### config.mk
export PLATFORM = sky130hd
export DESIGN_NAME = seg_display_arbiter
export DESIGN_NICKNAME = d
export VERILOG_FILES = /design/src/rtl/seg_display_arbiter.sv
export SDC_FILE = /design/constraint.sdc
export NUM_CORES = 1
export LEC_CHECK = 0
export ABC_AREA = 0
export CAP_MARGIN = 25
export CORE_ASPECT_RATIO = 1.5
export CORE_MARGIN = 5
export CORE_UTILIZATION = 35
export DETAILED_ROUTE_END_ITERATION = 6
export GPL_TIMING_DRIVEN = 1
export HOLD_SLACK_MARGIN = 0.06
export PLACE_DENSITY = 0.67
export SLEW_MARGIN = 20
export SYNTH_ARGS = -nofsm -noshare
export SYNTH_HDL_FRONTEND = slang
export SYNTH_SLANG_ARGS = --single-unit
### constraint.sdc
create_clock -name CLK100MHZ -period 7.8 [get_ports CLK100MHZ]
set_input_delay 1.56 -clock CLK100MHZ [delete_from_list [all_inputs] [get_ports CLK100MHZ]]
set_output_delay 1.56 -clock CLK100MHZ [all_outputs]
set_load 0.05 [all_outputs]
### src/rtl/seg_display_arbiter.sv
// Fixed-priority owner of the 8-digit seven-segment display with a minimum-hold guarantee; scans the owner's digits.
// Optional blink masks are compiled in with `define SEG_BLINK_EN.
module seg_display_arbiter #(
   parameter int DIV          = 100000,
   parameter int MIN_FRAMES   = 4,
   parameter int BLINK_FRAMES = 64
) (
   input  logic        CLK100MHZ,
   input  logic        BTNU,
   input  logic [2:0]  req,
   input  logic [31:0] data0,
   input  logic [31:0] data1,
   input  logic [31:0] data2,
   input  logic [7:0]  blank0,
   input  logic [7:0]  blank1,
   input  logic [7:0]  blank2,
`ifdef SEG_BLINK_EN
   input  logic [7:0]  blink0,
   input  logic [7:0]  blink1,
   input  logic [7:0]  blink2,
`endif
   output logic [2:0]  gnt,
   output logic        frame_tick,
   output logic [7:0]  AN,
   output logic [7:0]  seg
);
   localparam int DW = (DIV > 1) ? $clog2(DIV) : 1;
   localparam int HW = $clog2(MIN_FRAMES + 1);

   typedef enum logic {S_IDLE, S_OWN} state_t;

   state_t          state_q, state_n;
   logic [DW-1:0]   div_q, div_n;
   logic [2:0]      idx_q, idx_n;
   logic [1:0]      owner_q, owner_n, hi;
   logic [HW-1:0]   hold_q, hold_n;
   logic            slot_tick, bound, hi_valid, blink_off;
   logic [31:0]     data_sel;
   logic [7:0]      blank_sel, an_n, seg_n;
   logic [3:0]      nib;
   logic [2:0]      gnt_n;

   function automatic logic [6:0] glyph(input logic [3:0] n);
      case (n)
         4'h0: glyph = 7'h40;  4'h1: glyph = 7'h79;  4'h2: glyph = 7'h24;  4'h3: glyph = 7'h30;
         4'h4: glyph = 7'h19;  4'h5: glyph = 7'h12;  4'h6: glyph = 7'h02;  4'h7: glyph = 7'h78;
         4'h8: glyph = 7'h00;  4'h9: glyph = 7'h10;  4'hA: glyph = 7'h08;  4'hB: glyph = 7'h03;
         4'hC: glyph = 7'h46;  4'hD: glyph = 7'h21;  4'hE: glyph = 7'h06;  default: glyph = 7'h0E;
      endcase
   endfunction

   always_comb begin
      slot_tick = (div_q == DW'(DIV - 1));
      bound     = slot_tick && (idx_q == 3'd7);
      div_n     = slot_tick ? '0 : div_q + 1'b1;
      idx_n     = slot_tick ? idx_q + 3'd1 : idx_q;
      hi_valid  = |req;
      hi        = req[0] ? 2'd0 : (req[1] ? 2'd1 : 2'd2);
      state_n   = state_q;
      owner_n   = owner_q;
      hold_n    = hold_q;
      if (bound) begin
         case (state_q)
            S_IDLE: begin
               if (hi_valid) begin
                  state_n = S_OWN;
                  owner_n = hi;
                  hold_n  = '0;
               end
            end
            default: begin
               // Release ignores the hold counter; preemption needs a full hold.
               if (!req[owner_q]) begin
                  hold_n = '0;
                  if (hi_valid) owner_n = hi;
                  else          state_n = S_IDLE;
               end else if (hi < owner_q && hold_q >= HW'(MIN_FRAMES)) begin
                  owner_n = hi;
                  hold_n  = '0;
               end else if (hold_q < HW'(MIN_FRAMES)) begin
                  hold_n = hold_q + 1'b1;
               end
            end
         endcase
      end
   end

`ifdef SEG_BLINK_EN
   localparam int BW = (BLINK_FRAMES > 1) ? $clog2(BLINK_FRAMES) : 1;
   logic [BW-1:0] fcnt_q, fcnt_n;
   logic          phase_q, phase_n;
   logic [7:0]    blink_sel;

   always_comb begin
      fcnt_n  = fcnt_q;
      phase_n = phase_q;
      if (bound) begin
         if (fcnt_q == BW'(BLINK_FRAMES - 1)) begin
            fcnt_n  = '0;
            phase_n = ~phase_q;
         end else begin
            fcnt_n = fcnt_q + 1'b1;
         end
      end
      case (owner_n)
         2'd1:    blink_sel = blink1;
         2'd2:    blink_sel = blink2;
         default: blink_sel = blink0;
      endcase
      blink_off = phase_n && blink_sel[idx_n];
   end

   always_ff @(posedge CLK100MHZ) begin
      if (BTNU) begin
         fcnt_q  <= '0;
         phase_q <= 1'b0;
      end else begin
         fcnt_q  <= fcnt_n;
         phase_q <= phase_n;
      end
   end
`else
   always_comb blink_off = 1'b0;
`endif

   // Outputs are built from next-cycle scan position and owner so a new grant lands on digit 0.
   always_comb begin
      case (owner_n)
         2'd1:    begin data_sel = data1; blank_sel = blank1; end
         2'd2:    begin data_sel = data2; blank_sel = blank2; end
         default: begin data_sel = data0; blank_sel = blank0; end
      endcase
      nib   = data_sel[{idx_n, 2'b00} +: 4];
      an_n  = 8'hFF;
      seg_n = 8'hFF;
      gnt_n = 3'b000;
      if (state_n == S_OWN) begin
         gnt_n = 3'b001 << owner_n;
         seg_n = {1'b1, glyph(nib)};
         if (!(blank_sel[idx_n] || blink_off)) an_n = ~(8'd1 << idx_n);
      end
   end

   always_ff @(posedge CLK100MHZ) begin
      if (BTNU) begin
         div_q      <= '0;
         idx_q      <= '0;
         state_q    <= S_IDLE;
         owner_q    <= '0;
         hold_q     <= '0;
         gnt        <= '0;
         frame_tick <= 1'b0;
         AN         <= 8'hFF;
         seg        <= 8'hFF;
      end else begin
         div_q      <= div_n;
         idx_q      <= idx_n;
         state_q    <= state_n;
         owner_q    <= owner_n;
         hold_q     <= hold_n;
         gnt        <= gnt_n;
         frame_tick <= bound;
         AN         <= an_n;
         seg        <= seg_n;
      end
   end
endmodule

# ---- Word level (Yosys, flattened, before mapping)
# Memories as Yosys holds them, arrays and structs flattened. A register that Yosys moved wholly into a read port is not among the register bits.
# Cells that the tools add are included.
# W data, S select, Z words.
dict set report totals {
  n_memories 1
  romBits 112
  inputBits 125
  output_inout_bits 20
  ff_bits 39
  elab_cells 59
}
# name words word_bits read_ports rd_clocked_by_memory_dff write_ports line_no
set mem_list {}
lappend mem_list {{(name not given)} 16 7 1 1 0 44} ;# case (n)
dict set report op_classes {
  magnitude_cmp 5
  reduce_logical 8
  shift 3
  n_addsub 3
  eq_ne 5
  n_mux 23
  n_bitwise 2
}
# cell n
set ops {}
lappend ops {{$pmux W32 S2} 1}
lappend ops {{$shiftx A32 B6 Y4} 1}
lappend ops {{$mux W3} 6}
lappend ops {{$add A17 B1 Y17 const B} 1}
lappend ops {{$eq A17 B17 Y1 const B} 1}
lappend ops {{$pmux W8 S2} 1}
lappend ops {{$mux W2} 7}
lappend ops {{$not A8 Y8} 1}
lappend ops {{$shl A1 B3 Y8 const A} 1}
lappend ops {{$add A3 B1 Y3 const B} 2}
lappend ops {{$mux W1} 6}
lappend ops {{$reduce_or A3 Y1} 2}
lappend ops {{$lt A3 B4 Y1 const B} 1}
lappend ops {{$ne A4 B2 Y1 const B} 1}
lappend ops {{$reduce_or A2 Y1} 2}
lappend ops {{$bmux W1 S3} 1}
lappend ops {{$eq A3 B3 Y1 const B} 1}
lappend ops {{$ge A3 B3 Y1 const B} 1}
lappend ops {{$lt A2 B3 Y1 const B} 1}
lappend ops {{$lt A3 B3 Y1 const B} 1}
lappend ops {{$reduce_and A3 Y1} 1}
lappend ops {{$shl A1 B2 Y3 const A} 1}
lappend ops {{$bmux W1 S2} 1}
lappend ops {{$eq A2 B1 Y1 const B} 1}
lappend ops {{other kinds (5)} 6}

# ---- Logic depth before layout (Yosys ltp)
dict set report logic_depth {
  depth_word 13
  depth_mapped 25
  depth_no_buf 22
}

# ---- Worst setup path before layout
# No wires, ideal clock.
dict set report synth_timing {
  path_type {input port to flip-flop}
  startpoint {input req[1]}
  endpoint {register seg[3]}
  cell_stages 21
  n_path_buf 3
  slack_ps 1713
  t_required_ps 7678
  arrival_time_ps 5965
  setup_ps 122
  cell_sequence {nor2_1 > ha_1 > a21boi_0 > o311ai_0 > nand3_1 > inv_1 > a22oi_1 > o21ai_1 > ha_1 > clkbuf_1 > clkbuf_1 > buf_1 > a22o_1 > nand2_1 > o211ai_1 > o32ai_1 > mux2_2 > ha_1 > or4b_1 > a211oi_1 > o21ai_1}
}
dict set report synth_between {
  elab_chain_cells 11
}
# element line_no
set synth_lines {}
lappend synth_lines {{start: declaration} 10} ;# input logic [2:0] req,
lappend synth_lines {{$mux W2 (2 in a row)} 58} ;# hi = req[0] ? 2'd0 : (req[1] ? 2'd1 : 2'd2);
lappend synth_lines {{$lt A2 B2 Y1} 77} ;# end else if (hi < owner_q && hold_q >= HW'(MIN_FRAMES)) begin
lappend synth_lines {{$logic_and A1 B1 Y1} 77}
lappend synth_lines {{$mux W2} 77}
lappend synth_lines {{$mux W2} 73} ;# if (!req[owner_q]) begin
lappend synth_lines {{$mux W2 (*)} 63} ;# case (state_q)
lappend synth_lines {{$mux W2 (*)} 62} ;# if (bound) begin
lappend synth_lines {{named net owner_n[0]} 35} ;# logic [1:0] owner_q, owner_n, hi;
lappend synth_lines {{$eq A2 B2 Y1 or $eq A2 B1 Y1 (tied branches)} 128} ;# case (owner_n)
lappend synth_lines {{$pmux W32 S2 (*)} 128}
lappend synth_lines {{$shiftx A32 B6 Y4 (*)} 133} ;# nib = data_sel[{idx_n, 2'b00} +: 4];
lappend synth_lines {{end: declaration} 25} ;# output logic [7:0] seg
# The timed path passes the listed nets; every way through them passes the cells marked *. The select of a mux whose other input is x is not followed.
# A chain may end at the register's enable or synchronous reset.

# ---- Worst setup path after layout
# Ends and elaborated chain as after synthesis.

==> impl_metrics.tcl <==
set metrics [dict create \
    cp-start-kind "primary input" \
    clock_sinks 45 \
    post_cts_buffers 0 \
    post-route-min-period_ns 6.662 \
    antenna_found_initial 0 \
    cp.required_ns 7.97 \
    ys_warn_count 0 \
    vias_per_cell 5.725 \
    post_cts_resized 0 \
    worst_slew_pin_slew_ns 0.6107 \
    io_pins 145 \
    final_core_util_pct 51.71 \
    final_layout_size_suffix_gt1_share_pct 6.884 \
    fin_crit_sh_pct 85.42 \
    diodes 0 \
    arrival_ns 6.83 \
    ys_async_sr_fraction_pct 0 \
    htreeDepth 2 \
    cts-root-buf "clkbuf_16" \
    numCtsBuffers 5 \
    leakage_uw 0.001938 \
    postRouteAntennaNets 0 \
    r2r_start "div_q[0]$_SDFF_PP0_" \
    ys.flop_type "dfxtp_1" \
    wirelength_mm 12.01 \
    met2_usage_pct 35.04 \
    slew_headroom_pct 58.12 \
    area_growth_pct 45.64 \
    grt_use_met1_pct 20.49 \
    cts_tree "done" \
    dp_hpwl_mm 9.702 \
    finClkSkew_ns 0.009643 \
    setup_viol 0 \
    report.final.slew_viol_count 0 \
    critPathKind "in -> reg" \
    ys_ff_latch 45 \
    max_freq_mhz 150.1 \
    die_area_um2 12330 \
    grt_max_degree 34 \
    peakVddDrop_mv 0.07091 \
    start_util_pct 35.51 \
    netlist_instances 428 \
    synthDistinctLibCells 75 \
    drc 0 \
    busiest_layer "met2" \
    num_rows 45 \
    first_global_vias 3825 \
    finalHoldViolCount 0 \
    wl_per_cell_um 17.94 \
    first_pass_iters 5 \
    core_area_um2 10020 \
    finalSetupTns_ns 0 \
    grt_overflow 0 \
    synth_edf_count 0 \
    hold_buffers 0 \
    cp_max_fo 32 \
    met3_usage_pct 3.220 \
    routabilityCongestion 0.8570 \
    fin_area_um2 5182 \
    grt_pass1_wl_mm 18.77 \
    crit_path_end_kind "flip-flop" \
    cts.path.max_buffers 2 \
    fin_nets 691 \
    startpoint "req[1]" \
    rsz0062_at_grt "no" \
    power.density_nw_per_um2 101.1 \
    ys_seq_area_share_pct 25.32 \
    drtIter0Drc 277 \
    min-delay-start "div_q[0]$_SDFF_PP0_" \
    timing.hold.ws_ns 0.4848 \
    vias 3830 \
    min_path_type "reg -> reg" \
    synth.avg_cell_area_um2 8.314 \
    die_width_um 92.33 \
    syn_area_um2 3558 \
    maxCapViolCount 0 \
    die_h_um 133.5 \
    port_buffers 143 \
    placed_cell_area_um2 5052 \
    clk_latency_ns 0.28 \
    outcome "finished clean" \
    grt_usage_pct 18.68 \
    syn_nets 566 \
    cts.clk_slew.worst_paths_ns 0.06 \
]
-- cell usage in the layout, fill, tap and decap left out, types with 9 or more instances in the layout --
cell type,n
mux2i_1,23
nor2_1,45
clkdlybuf4s50_1,143
nand3_1,20
a221oi_1,15
nand2_1,42
or3_1,10
a22oi_1,10
xor2_1,10
inv_1,13
nor3_1,9
a22o_1,13
a21oi_1,10
dfxtp_1,45
ha_1,13
-- cell families after synthesis --
logic type / Yosys count / share of synthesized area [%]
AND/OR/NAND/NOR: 175 / 26.79
AO/OA/AOI/OAI: 100 / 22.22
buffers and inverters: 46 / 5.625
flip-flops: 45 / 25.32
multiplexers: 34 / 11.92
XOR/XNOR: 14 / 3.446
adder cells (fa/ha/maj): 13 / 4.571
other: 1 / 0.1054
-- where the power goes --
group,internal [µW],total (µW),switching (µW)
clock network,114,197,82.1
logic,66.5,94.8,28.3
registers,231,232,1.26
total,412,524,112
-- through the flow --
step	instances	setup WS, ns	power (µW)
6_report	669	1.138	523.8
5_1_grt	669	0.6051	541.9
4_1_cts	669	1.120	525.4
3_5_place_dp	663	0.7873	331.7
3_3_place_gp	663	1.144	330.1
2_1_floorplan	428	1.713	263.3
-- registers in the layout (all words and copies together), names as in the netlist --
| signal | flops |
|---|---|
| AN | 8 |
| owner_q | 2 |
| state_q | 1 |
| hold_q | 3 |
| frame_tick | 1 |
| div_q | 17 |
| idx_q | 3 |
| gnt | 3 |
| seg | 7 |
-- worst max-delay path, stage by stage --
cell and delay, ns:
clkdlybuf4s50_1 0.47, nor2_1 0.18, ha_1 0.25, a21boi_0 0.14, o311ai_0 0.51, nand3_1 0.24
inv_1 0.09, a22oi_1 0.06, o21ai_1 0.34, ha_1 0.44, buf_4 0.39, a22oi_1 0.16
nor3b_1 0.27, mux2i_1 0.13, o211ai_1 0.12, o32ai_1 0.09, mux2_2 0.33, ha_1 0.28
or4b_1 0.46, a211oi_1 0.21, o21ai_1 0.09
-- area by class of cell --
cell class                 count  area, µm²
clock buffer                   5      125.1
timing repair buffer         150       1484
sequential                    45      900.9
multi-input combinational    337       2469
fill                         997       4840
clock inverter                 1      5.005
tap                          117      146.4
inverter                      14      52.55
-- final timing paths --
| path | slack [ns] | depth (start not counted) | to |
|---|---|---|---|
| max | 1.14 | 21 | seg[3]$_SDFF_PP1_ |
| min | 0.48 | 1 | div_q[0]$_SDFF_PP0_ |
| max reg2reg | 2.41 | 20 | seg[3]$_SDFF_PP1_ |
| min reg2reg | 0.48 | 1 | div_q[0]$_SDFF_PP0_ |
-- cell usage after synthesis (all sizes together) (7+ instances only) --
cell type	instances	area (µm²)
nor2	46	175.2
dfxtp	45	900.9
nand2	42	157.7
mux2i	24	240.2
clkbuf	21	80.07
nand3	20	100.1
a221oi	15	131.4
inv	14	52.55
a22o	13	113.9
ha	13	162.7
buf	11	67.55
xor2	11	96.34
a21oi	10	50.05
a22oi	10	75.07
o21ai	10	50.05
or3	10	62.56
nor3	9	45.04
a221o	7	70.07
-- layer usage --
layer	wire length (µm)	part of all wire, %
met3	663	5.5
met4	327	2.7
met1	4542	38
met5	0	0
met2	6472	54
(Power assumes the default switching activity.)
